==> config.mk <==
export PLATFORM = sky130hd
export DESIGN_NAME = seg7_scan_driver
export DESIGN_NICKNAME = d
export VERILOG_FILES = /design/src/rtl/seg7_pkg.sv /design/src/rtl/seg7_hex_decoder.sv /design/src/rtl/seg7_scan_driver.sv
export SDC_FILE = /design/constraint.sdc
export NUM_CORES = 1
export LEC_CHECK = 0
export CAP_MARGIN = 20
export CORE_ASPECT_RATIO = 0.6
export CORE_MARGIN = 2
export CORE_UTILIZATION = 54
export CTS_CLUSTER_SIZE = 10
export DETAILED_ROUTE_END_ITERATION = 8
export HOLD_SLACK_MARGIN = 0.15
export PLACE_DENSITY = 0.79
export SKIP_CTS_REPAIR_TIMING = 1
export SKIP_LAST_GASP = 1
export SYNTH_ARGS = -nofsm -noshare
export SYNTH_HDL_FRONTEND = slang
export SYNTH_SLANG_ARGS = --single-unit
==> constraint.sdc <==
create_clock -name CLK -period 2.3 [get_ports CLK]
set_input_delay 0.69 -clock CLK [delete_from_list [all_inputs] [get_ports CLK]]
set_output_delay 0.69 -clock CLK [all_outputs]
set_load 0.01 [all_outputs]
==> src/rtl/seg7_pkg.sv <==
// Shared constants for the seven-segment scan driver: hex glyph table and idle levels.
package seg7_pkg;

  localparam logic [7:0] SEG_OFF   = 8'hFF;
  localparam logic [3:0] ANODE_OFF = 4'hF;

  // Active-low {dp, g..a}; entry 0 is the rightmost byte.
  localparam logic [15:0][7:0] SEG7_HEX_LUT = {
    8'h8E, 8'h86, 8'hA1, 8'hC6, 8'h83, 8'h88, 8'h90, 8'h80,
    8'hF8, 8'h82, 8'h92, 8'h99, 8'hB0, 8'hA4, 8'hF9, 8'hC0
  };

endpackage

==> src/rtl/seg7_hex_decoder.sv <==
// Combinational hex nibble to active-low g..a segment pattern.
module seg7_hex_decoder
  import seg7_pkg::*;
(
  input  logic [3:0] nibble_i,
  output logic [6:0] seg_n_o
);

  always_comb begin
    seg_n_o = SEG7_HEX_LUT[nibble_i][6:0];
  end

endmodule

==> src/rtl/seg7_scan_driver.sv <==
// Time-multiplexed common-anode display scanner with frame-synchronous input shadowing
// and a blanking guard at the start of every digit slot.
module seg7_scan_driver
  import seg7_pkg::*;
#(
  parameter int unsigned CLK_DIV      = 100000,
  parameter int unsigned NUM_DIGITS   = 4,
  parameter int unsigned GUARD_CYCLES = 16
) (
  input  logic        CLK,
  input  logic        RESET,
  input  logic        ENABLE,
  input  logic [15:0] DIGIT_VALUES,
  input  logic [3:0]  DOT_IN,
  input  logic [3:0]  BLANK,
  output logic [1:0]  SEG_SELECT,
  output logic [7:0]  SEG_OUT,
  output logic [3:0]  DIGIT_OUT,
  output logic        FRAME_DONE
);

  localparam int unsigned    CntW      = $clog2(CLK_DIV);
  localparam logic [CntW-1:0] CntMax   = CntW'(CLK_DIV - 1);
  localparam logic [CntW-1:0] GuardCnt = CntW'(GUARD_CYCLES);
  localparam logic [1:0]     IdxMax    = 2'(NUM_DIGITS - 1);
  localparam logic [3:0]     DigitMask = 4'((1 << NUM_DIGITS) - 1);

  logic [CntW-1:0] cnt_q, cnt_d;
  logic [1:0]      idx_q, idx_d;
  logic [15:0]     shadow_val_q, shadow_val_d;
  logic [3:0]      shadow_dp_q, shadow_dp_d;
  logic [3:0]      shadow_blank_q, shadow_blank_d;
  logic [7:0]      seg_out_q, seg_out_d;
  logic [3:0]      digit_out_q, digit_out_d;
  logic            frame_done_q, frame_done_d;

  logic       tick;
  logic       wrap;
  logic [3:0] cur_nibble;
  logic [6:0] cur_glyph;

  seg7_hex_decoder u_hex_decoder (
    .nibble_i (cur_nibble),
    .seg_n_o  (cur_glyph)
  );

  always_comb begin
    tick           = ENABLE && (cnt_q == CntMax);
    wrap           = tick && (idx_q == IdxMax);
    cnt_d          = cnt_q;
    idx_d          = idx_q;
    shadow_val_d   = shadow_val_q;
    shadow_dp_d    = shadow_dp_q;
    shadow_blank_d = shadow_blank_q;

    if (ENABLE) begin
      cnt_d = tick ? '0 : cnt_q + 1'b1;
    end
    if (tick) begin
      idx_d = wrap ? 2'd0 : idx_q + 2'd1;
    end
    // Inputs are captured only at frame wrap so a frame never mixes old and new digits.
    if (wrap) begin
      shadow_val_d   = DIGIT_VALUES;
      shadow_dp_d    = DOT_IN;
      shadow_blank_d = BLANK;
    end

    frame_done_d = wrap;
    cur_nibble   = shadow_val_q[{idx_q, 2'b00} +: 4];
    seg_out_d    = {~shadow_dp_q[idx_q], cur_glyph};

    digit_out_d = ANODE_OFF;
    if (ENABLE && (cnt_q >= GuardCnt) && !shadow_blank_q[idx_q]) begin
      digit_out_d = ~(4'b0001 << idx_q) | ~DigitMask;
    end
  end

  always_ff @(posedge CLK or posedge RESET) begin
    if (RESET) begin
      cnt_q          <= '0;
      idx_q          <= 2'd0;
      shadow_val_q   <= 16'h0000;
      shadow_dp_q    <= 4'h0;
      shadow_blank_q <= 4'h0;
      seg_out_q      <= SEG_OFF;
      digit_out_q    <= ANODE_OFF;
      frame_done_q   <= 1'b0;
    end else begin
      cnt_q          <= cnt_d;
      idx_q          <= idx_d;
      shadow_val_q   <= shadow_val_d;
      shadow_dp_q    <= shadow_dp_d;
      shadow_blank_q <= shadow_blank_d;
      seg_out_q      <= seg_out_d;
      digit_out_q    <= digit_out_d;
      frame_done_q   <= frame_done_d;
    end
  end

  assign SEG_SELECT = idx_q;
  assign SEG_OUT    = seg_out_q;
  assign DIGIT_OUT  = digit_out_q;
  assign FRAME_DONE = frame_done_q;

endmodule

==> flow_metrics.tcl, run 1 <==
set metrics [dict create \
    grt_max_degree 42 \
    drive_gt1_share_pct 25.5 \
    io_pins 42 \
    dpl.cell_count 333 \
    worst_pin_slew_ns 0.437 \
    routed-via-count 1837 \
    diodes 0 \
    min_path_cells 1 \
    grt_pass1_wl_mm 9.10 \
    finalSetupViolations 0 \
    rsz0062_at_grt "no" \
    ir_drop_mv 0.519 \
    holdWs_ns 0.497 \
    wl_per_cell_um 16.4 \
    areaGrowthSynthToFinish_pct 23.4 \
    start_kind "flop" \
    placementRows 20 \
    utilization_pct 68.6 \
    max_freq_mhz 456 \
    clkTransAtPathRegs_ns 0.10 \
    skew_ns 0.0110 \
    setup-tns-final_ns 0 \
    worst-path-buf-inv 1 \
    placed_area_sq_um 3350 \
    crit_path_top_delay_cell "clkdlybuf4s50_1" \
    core-area_sq_um 5030 \
    yosysWarningCount 0 \
    synthesis.nets 261 \
    die_y_um 59.7 \
    port_buffers 41 \
    p_per_area_nw_per_um2 538 \
    ys_seq_area_share_pct 50.7 \
    required_ns 1.61 \
    layout.nets 313 \
    r2r_cells 5 \
    p_leak_nw 1.61 \
    cts_buffers 5 \
    ant_nets 0 \
    fin_crit_sh_pct 95.4 \
    fin_cells 341 \
    pre_cts_slack_ns -0.162 \
    htreeDepth 2 \
    synth_edf_count 0 \
    syn_inst 222 \
    die_area_sq_um 5790 \
    avgViaCountPerCell 5.39 \
    drt_iter0_markers 152 \
    ys_async_sr_fraction_pct 100 \
    synth-seq-cells 56 \
    synth_cell_types 41 \
    finalCriticalPeriod_ns 2.20 \
    antenna_found_initial 0 \
    fin_ws_ns 0.105 \
    hold_violations 0 \
    postLayoutCellArea_sq_um 3450 \
    cp-end-kind "output port" \
    slew_headroom_pct 70.6 \
    power_mw 1.86 \
    status "finished clean" \
    grt_pass1_vias 1831 \
    crit_arrival_ns 1.51 \
    worstPathMaxFanout 9 \
    die_w_um 96.9 \
    grt_overflow 0 \
    grtUsageTotal_pct 20.5 \
    crit_chain "clkdlybuf4s50_1" \
    drc 0 \
    root_buffer "clkbuf_8" \
    cts_buffer_depth 2 \
    slowest_delay_ns 0.61 \
    cts_sinks 56 \
    hold_path.class "reg -> reg" \
    synth_flop_cell "dfrtp_1" \
    crit_cells 1 \
    start_util_pct 55.6 \
    place.gp.congestion 0.848 \
    drt_first_pass_iters 4 \
    path_delay_family "buffers and inverters" \
    routed_wl_mm 5.60 \
    dp_hpwl_mm 4.30 \
    critPathKind "reg -> out" \
    cts_tree "done" \
    syn_area_per_cell_sq_um 12.6 \
    clk_latency_ns 0.31 \
    syn_area_sq_um 2800 \
    finalMaxSlewViolations 0 \
    drv_cap 0 \
]
-- per-layer routing --
metal | global-route usage [%] | vias to the layer above | routed length, um | part of all wire (%)
li1 | - | 878 | - | -
met1 | 31.8 | 902 | 2920 | 52
met2 | 30.2 | 53 | 2400 | 43
met3 | 4.21 | 4 | 250 | 4.5
met4 | 4.63 | 0 | 33 | 0.59
met5 | 0 | - | 0 | 0
-- placed cells by master, fill, tap and decap left out, drive strengths merged, types with 2 or more instances in the layout --
| cell type | count |
|---|---|
| dfrtp | 44 |
| clkdlybuf4s50 | 41 |
| mux2 | 26 |
| nand2 | 18 |
| inv | 13 |
| dfstp | 12 |
| nor2 | 12 |
| ha | 12 |
| buf | 12 |
| nand3 | 10 |
| o21ai | 8 |
| xnor2 | 7 |
| xor2 | 6 |
| nor3 | 6 |
| mux4 | 6 |
| clkbuf | 6 |
| nor4 | 6 |
| nand4 | 4 |
| and3 | 3 |
| o21a | 3 |
| and2 | 3 |
| mux2i | 2 |
| nor2b | 2 |
| clkinvlp | 2 |
| or3 | 2 |
-- worst paths after layout --
| check | to | slack [ns] | start |
|---|---|---|---|
| max | SEG_SELECT[1] | 0.10 | SEG_SELECT[1]$_DFFE_PP0P_ |
| min | cnt_q[12]$_DFFE_PP0P_ | 0.50 | cnt_q[12]$_DFFE_PP0P_ |
| max reg2reg | SEG_OUT[0]$_DFF_PP1_ | 0.30 | SEG_SELECT[0]$_DFFE_PP0P_ |
| min reg2reg | cnt_q[12]$_DFFE_PP0P_ | 0.50 | cnt_q[12]$_DFFE_PP0P_ |
| max in group asynchronous | shadow_val_q[15]$_DFFE_PP0P_ | 1.11 | RESET |
| min in group asynchronous | shadow_val_q[10]$_DFFE_PP0P_ | 0.67 | RESET |
-- cells by family (layout without fill, tap and decap cells) --
group | count (synthesis) | after routing | share of synthesized area (%)
adders and majority gates | 12 | 12 | 5.37
and+or+nand+nor | 67 | 67 | 13.2
buffers and inverters | 21 | 74 | 3.58
AOI/OAI and AO/OA | 19 | 19 | 4.39
muxes | 34 | 34 | 18.7
xor gates and xnor gates | 13 | 13 | 4.07
DFF | 56 | 56 | 50.7
-- flip-flops by register name, summed over array words and instances (netlist names) --
register and count:
cnt_q 17, SEG_SELECT 2, DIGIT_OUT 4, shadow_blank_q 4
SEG_OUT 8, shadow_val_q 16, FRAME_DONE 1, shadow_dp_q 4
-- cell type report --
| class | count | area [sq um] |
|---|---|---|
| Clock buffer | 6 | 82.6 |
| Tap cell | 66 | 82.6 |
| Inverter | 13 | 48.8 |
| Multi-Input combinational cell | 145 | 1280 |
| Sequential cell | 56 | 1420 |
| Clock inverter | 2 | 15.0 |
| Timing Repair Buffer | 53 | 526 |
| Fill cell | 381 | 1580 |
-- power by group --
group / total [mW] / switching, mW / internal (mW) / leakage, nW
combinational: 0.194 / 0.0979 / 0.0959 / 0.853
sequential: 1.10 / 0.0678 / 1.03 / 0.709
clock: 0.561 / 0.317 / 0.244 / 0.0434
-- Yosys cell counts (2+ instances only) --
library cell / instances / share of area (%)
and2_1: 2 / 0.45
and3_1: 3 / 0.67
buf_2: 3 / 0.54
buf_6: 2 / 0.81
clkbuf_2: 2 / 0.36
dfrtp_1: 44 / 39
dfstp_2: 12 / 11
ha_1: 12 / 5.4
inv_1: 13 / 1.7
mux2_2: 6 / 2.4
mux2_4: 20 / 11
mux2i_1: 2 / 0.72
mux4_2: 6 / 4.8
nand2_1: 18 / 2.4
nand3_1: 9 / 1.6
nand4_1: 3 / 0.67
nor2_1: 12 / 1.6
nor2b_1: 2 / 0.45
nor3_1: 6 / 1.1
nor4_1: 5 / 1.1
o21a_1: 3 / 0.81
o21ai_0: 7 / 1.3
xnor2_1: 7 / 2.2
xor2_1: 6 / 1.9
Power figures use the tool's default switching activity.
==> run 2: changes to the inputs <==
--- a/config.mk
+++ b/config.mk
@@ -17,4 +17,5 @@
 export SKIP_LAST_GASP = 1
 export SYNTH_ARGS = -nofsm -noshare
 export SYNTH_HDL_FRONTEND = slang
+export SYNTH_HIERARCHICAL = 1
 export SYNTH_SLANG_ARGS = --single-unit
==> constraint.sdc (replaced) <==
create_clock -name CLK -period 2.55 [get_ports CLK]
set_input_delay 0.765 -clock CLK [delete_from_list [all_inputs] [get_ports CLK]]
set_output_delay 0.765 -clock CLK [all_outputs]
set_load 0.01 [all_outputs]
==> flow_metrics.tcl, run 2 <==
set metrics [dict create \
    hold_path.class "reg -> reg" \
    largest_reg_flops 17 \
    die_y_um 59.6 \
    cts_sinks 56 \
    htreeDepth 2 \
    synth.most_common_cell "dfrtp_1" \
    cts_buffer_depth 2 \
    min_path_cells 1 \
    areaGrowthSynthToFinish_pct 24.6 \
    core-area_sq_um 5000 \
    clkTransAtPathRegs_ns 0.10 \
    grt_max_degree 57 \
    synth_cell_types 41 \
    synth-seq-cells 56 \
    routed_wl_mm 5.24 \
    crit_arrival_ns 1.57 \
    syn_area_sq_um 2780 \
    synth.top_cell.area_share_pct 39.6 \
    die_area_sq_um 5750 \
    required_ns 1.79 \
    grt_pass1_wl_mm 8.67 \
    p_leak_nw 1.62 \
    slew_headroom_pct 74.5 \
    drt_iter0_markers 132 \
    grtUsageTotal_pct 19.6 \
    ant_nets 0 \
    top_register "cnt_q" \
    fin_crit_sh_pct 91.6 \
    setup-tns-final_ns 0 \
    diodes 0 \
    final_cell_mix "dfrtp_1 (44), clkdlybuf4s50_1 (41), mux2_4 (20), nor2_1 (17), ha_1 (13)" \
    wl_per_cell_um 15.8 \
    ff2ff_setup_slack_ns 0.30 \
    worstPathMaxFanout 8 \
    r2r_cells 6 \
    die_w_um 96.6 \
    rsz0062_at_grt "no" \
    hold_violations 0 \
    cts_tree "done" \
    port_buffers 41 \
    antenna_found_initial 0 \
    synth_area_leaders "dfrtp_1 (40%), dfstp_2 (11%), mux2_4 (11%)" \
    cp-end-kind "output port" \
    synthesis.nets 251 \
    whs_endpoint "cnt_q[8]$_DFFE_PP0P_" \
    ys_seq_area_share_pct 51.0 \
    cts_buffers 5 \
    drive_gt1_share_pct 26.4 \
    pre_cts_slack_ns 0.0103 \
    fill_cells 357 \
    drt_first_pass_iters 4 \
    finalSetupViolations 0 \
    yosysWarningCount 6 \
    timing.rr.end "SEG_OUT[0]$_DFF_PP1_" \
    start_kind "flop" \
    yosys.area.top_type "dfrtp_1" \
    r2r_start "SEG_SELECT[0]$_DFFE_PP0P_" \
    synth_flop_cell "dfrtp_1" \
    finalCriticalPeriod_ns 2.34 \
    clk_latency_ns 0.32 \
    routed-via-count 1772 \
    critPathKind "reg -> out" \
    grt_pass1_vias 1730 \
    syn_inst 211 \
    start_util_pct 55.5 \
    io_pins 42 \
    fin_ws_ns 0.214 \
    placementRows 20 \
    holdCritStartpoint "cnt_q[8]$_DFFE_PP0P_" \
    syn_area_per_cell_sq_um 13.2 \
    layout.nets 304 \
    root_buffer "clkbuf_8" \
    p_per_area_nw_per_um2 519 \
    avgViaCountPerCell 5.35 \
    dp_hpwl_mm 3.62 \
    synth_top_cells_by_count "dfrtp_1 (44), mux2_4 (20), nor2_1 (17), ha_1 (13)" \
    synth_edf_count 0 \
    drv_cap 0 \
    place.gp.congestion 0.849 \
    finalMaxSlewViolations 0 \
    status "finished clean" \
    skew_ns 0.00800 \
    ys_async_sr_fraction_pct 100 \
    max_freq_mhz 428 \
    grt_overflow 0 \
    final_common_cell "dfrtp_1" \
    ir_drop_mv 0.258 \
    drc 0 \
    worst_pin_slew_ns 0.383 \
]
## run 2: cell count changes after synthesis, moves of 3 or more
cell,delta
nor2_1,+5
o21ai_0,-3
nand2_1,-6
o21a_1,-3
nor3_1,-4
## run 2: worst max-delay path by stage
stage | startpoint | slack [ns] | endpoint | cells after the start
floorplan | SEG_SELECT[0]$_DFFE_PP0P_ | 0.12 | SEG_OUT[0]$_DFF_PP1_ | 7
global placement | ENABLE | 0.05 | SEG_SELECT[0]$_DFFE_PP0P_ | 6
detailed placement | ENABLE | 0.01 | SEG_SELECT[1]$_DFFE_PP0P_ | 6
CTS | SEG_SELECT[0]$_DFFE_PP0P_ | 0.20 | SEG_SELECT[0] | 2
global route | SEG_SELECT[0]$_DFFE_PP0P_ | 0.14 | SEG_SELECT[0] | 2
finish | SEG_SELECT[0]$_DFFE_PP0P_ | 0.21 | SEG_SELECT[0] | 2
## run 2: final cells by class
cell class	instances	area, sq um	area share, %
Clock inverter	1	30.0	0.867
Tap cell	66	82.6	2.39
Multi-Input combinational cell	137	1270	36.7
Clock buffer	7	96.3	2.78
Sequential cell	56	1420	40.9
Inverter	11	41.3	1.19
Timing Repair Buffer	53	526	15.2
## run 2: logic make-up (layout without fill, tap and decap cells)
family                   after synthesis  in the layout  synth area share, %
XOR/XNOR                              13             13                 4.10
multiplexers                          36             36                 20.1
AND/OR/NAND/NOR                       62             62                 12.6
AO/OA/AOI/OAI                         13             13                 3.06
buffers and inverters                 18             72                 3.33
flip-flops                            56             56                 51.0
adder cells (fa/ha/maj)               13             13                 5.85
## run 2: routing by layer
layer / global-route usage [%] / vias up / routed length [um] / share of wire (%)
met4: 4.43 / 0 / 20 / 0.38
met3: 5.66 / 5 / 338 / 6.4
met5: 0 / - / 0 / 0
met1: 30.2 / 866 / 2730 / 52
met2: 27.7 / 56 / 2150 / 41
li1: - / 845 / - / -
## run 2: power breakdown
| part | internal, mW | switching [mW] | total [mW] |
|---|---|---|---|
| Clock | 0.347 | 0.289 | 0.636 |
| Sequential | 0.929 | 0.0579 | 0.987 |
| Combinational | 0.0901 | 0.0820 | 0.172 |
## run 2: through the flow
| step | cell area [sq um] | total power [mW] | hold WS [ns] | utilization, % | instances |
|---|---|---|---|---|---|
| after floorplan | 2780 | 1.08 | 0.455 | - | 211 |
| after detailed placement | 3340 | 1.17 | 0.477 | 66.6 | 323 |
| final | 3460 | 1.80 | 0.495 | 69.2 | 331 |
| after CTS | 3460 | 1.80 | 0.493 | 69.2 | 331 |
| after global placement | 3340 | 1.16 | 0.479 | 66.6 | 323 |
| after global routing | 3460 | 1.87 | 0.516 | 69.2 | 331 |
## run 2: critical path, cell delays in order, from the launching register on
cell             delay (ns)
dfrtp_1                0.48
buf_4                  0.23
clkdlybuf4s50_1        0.55
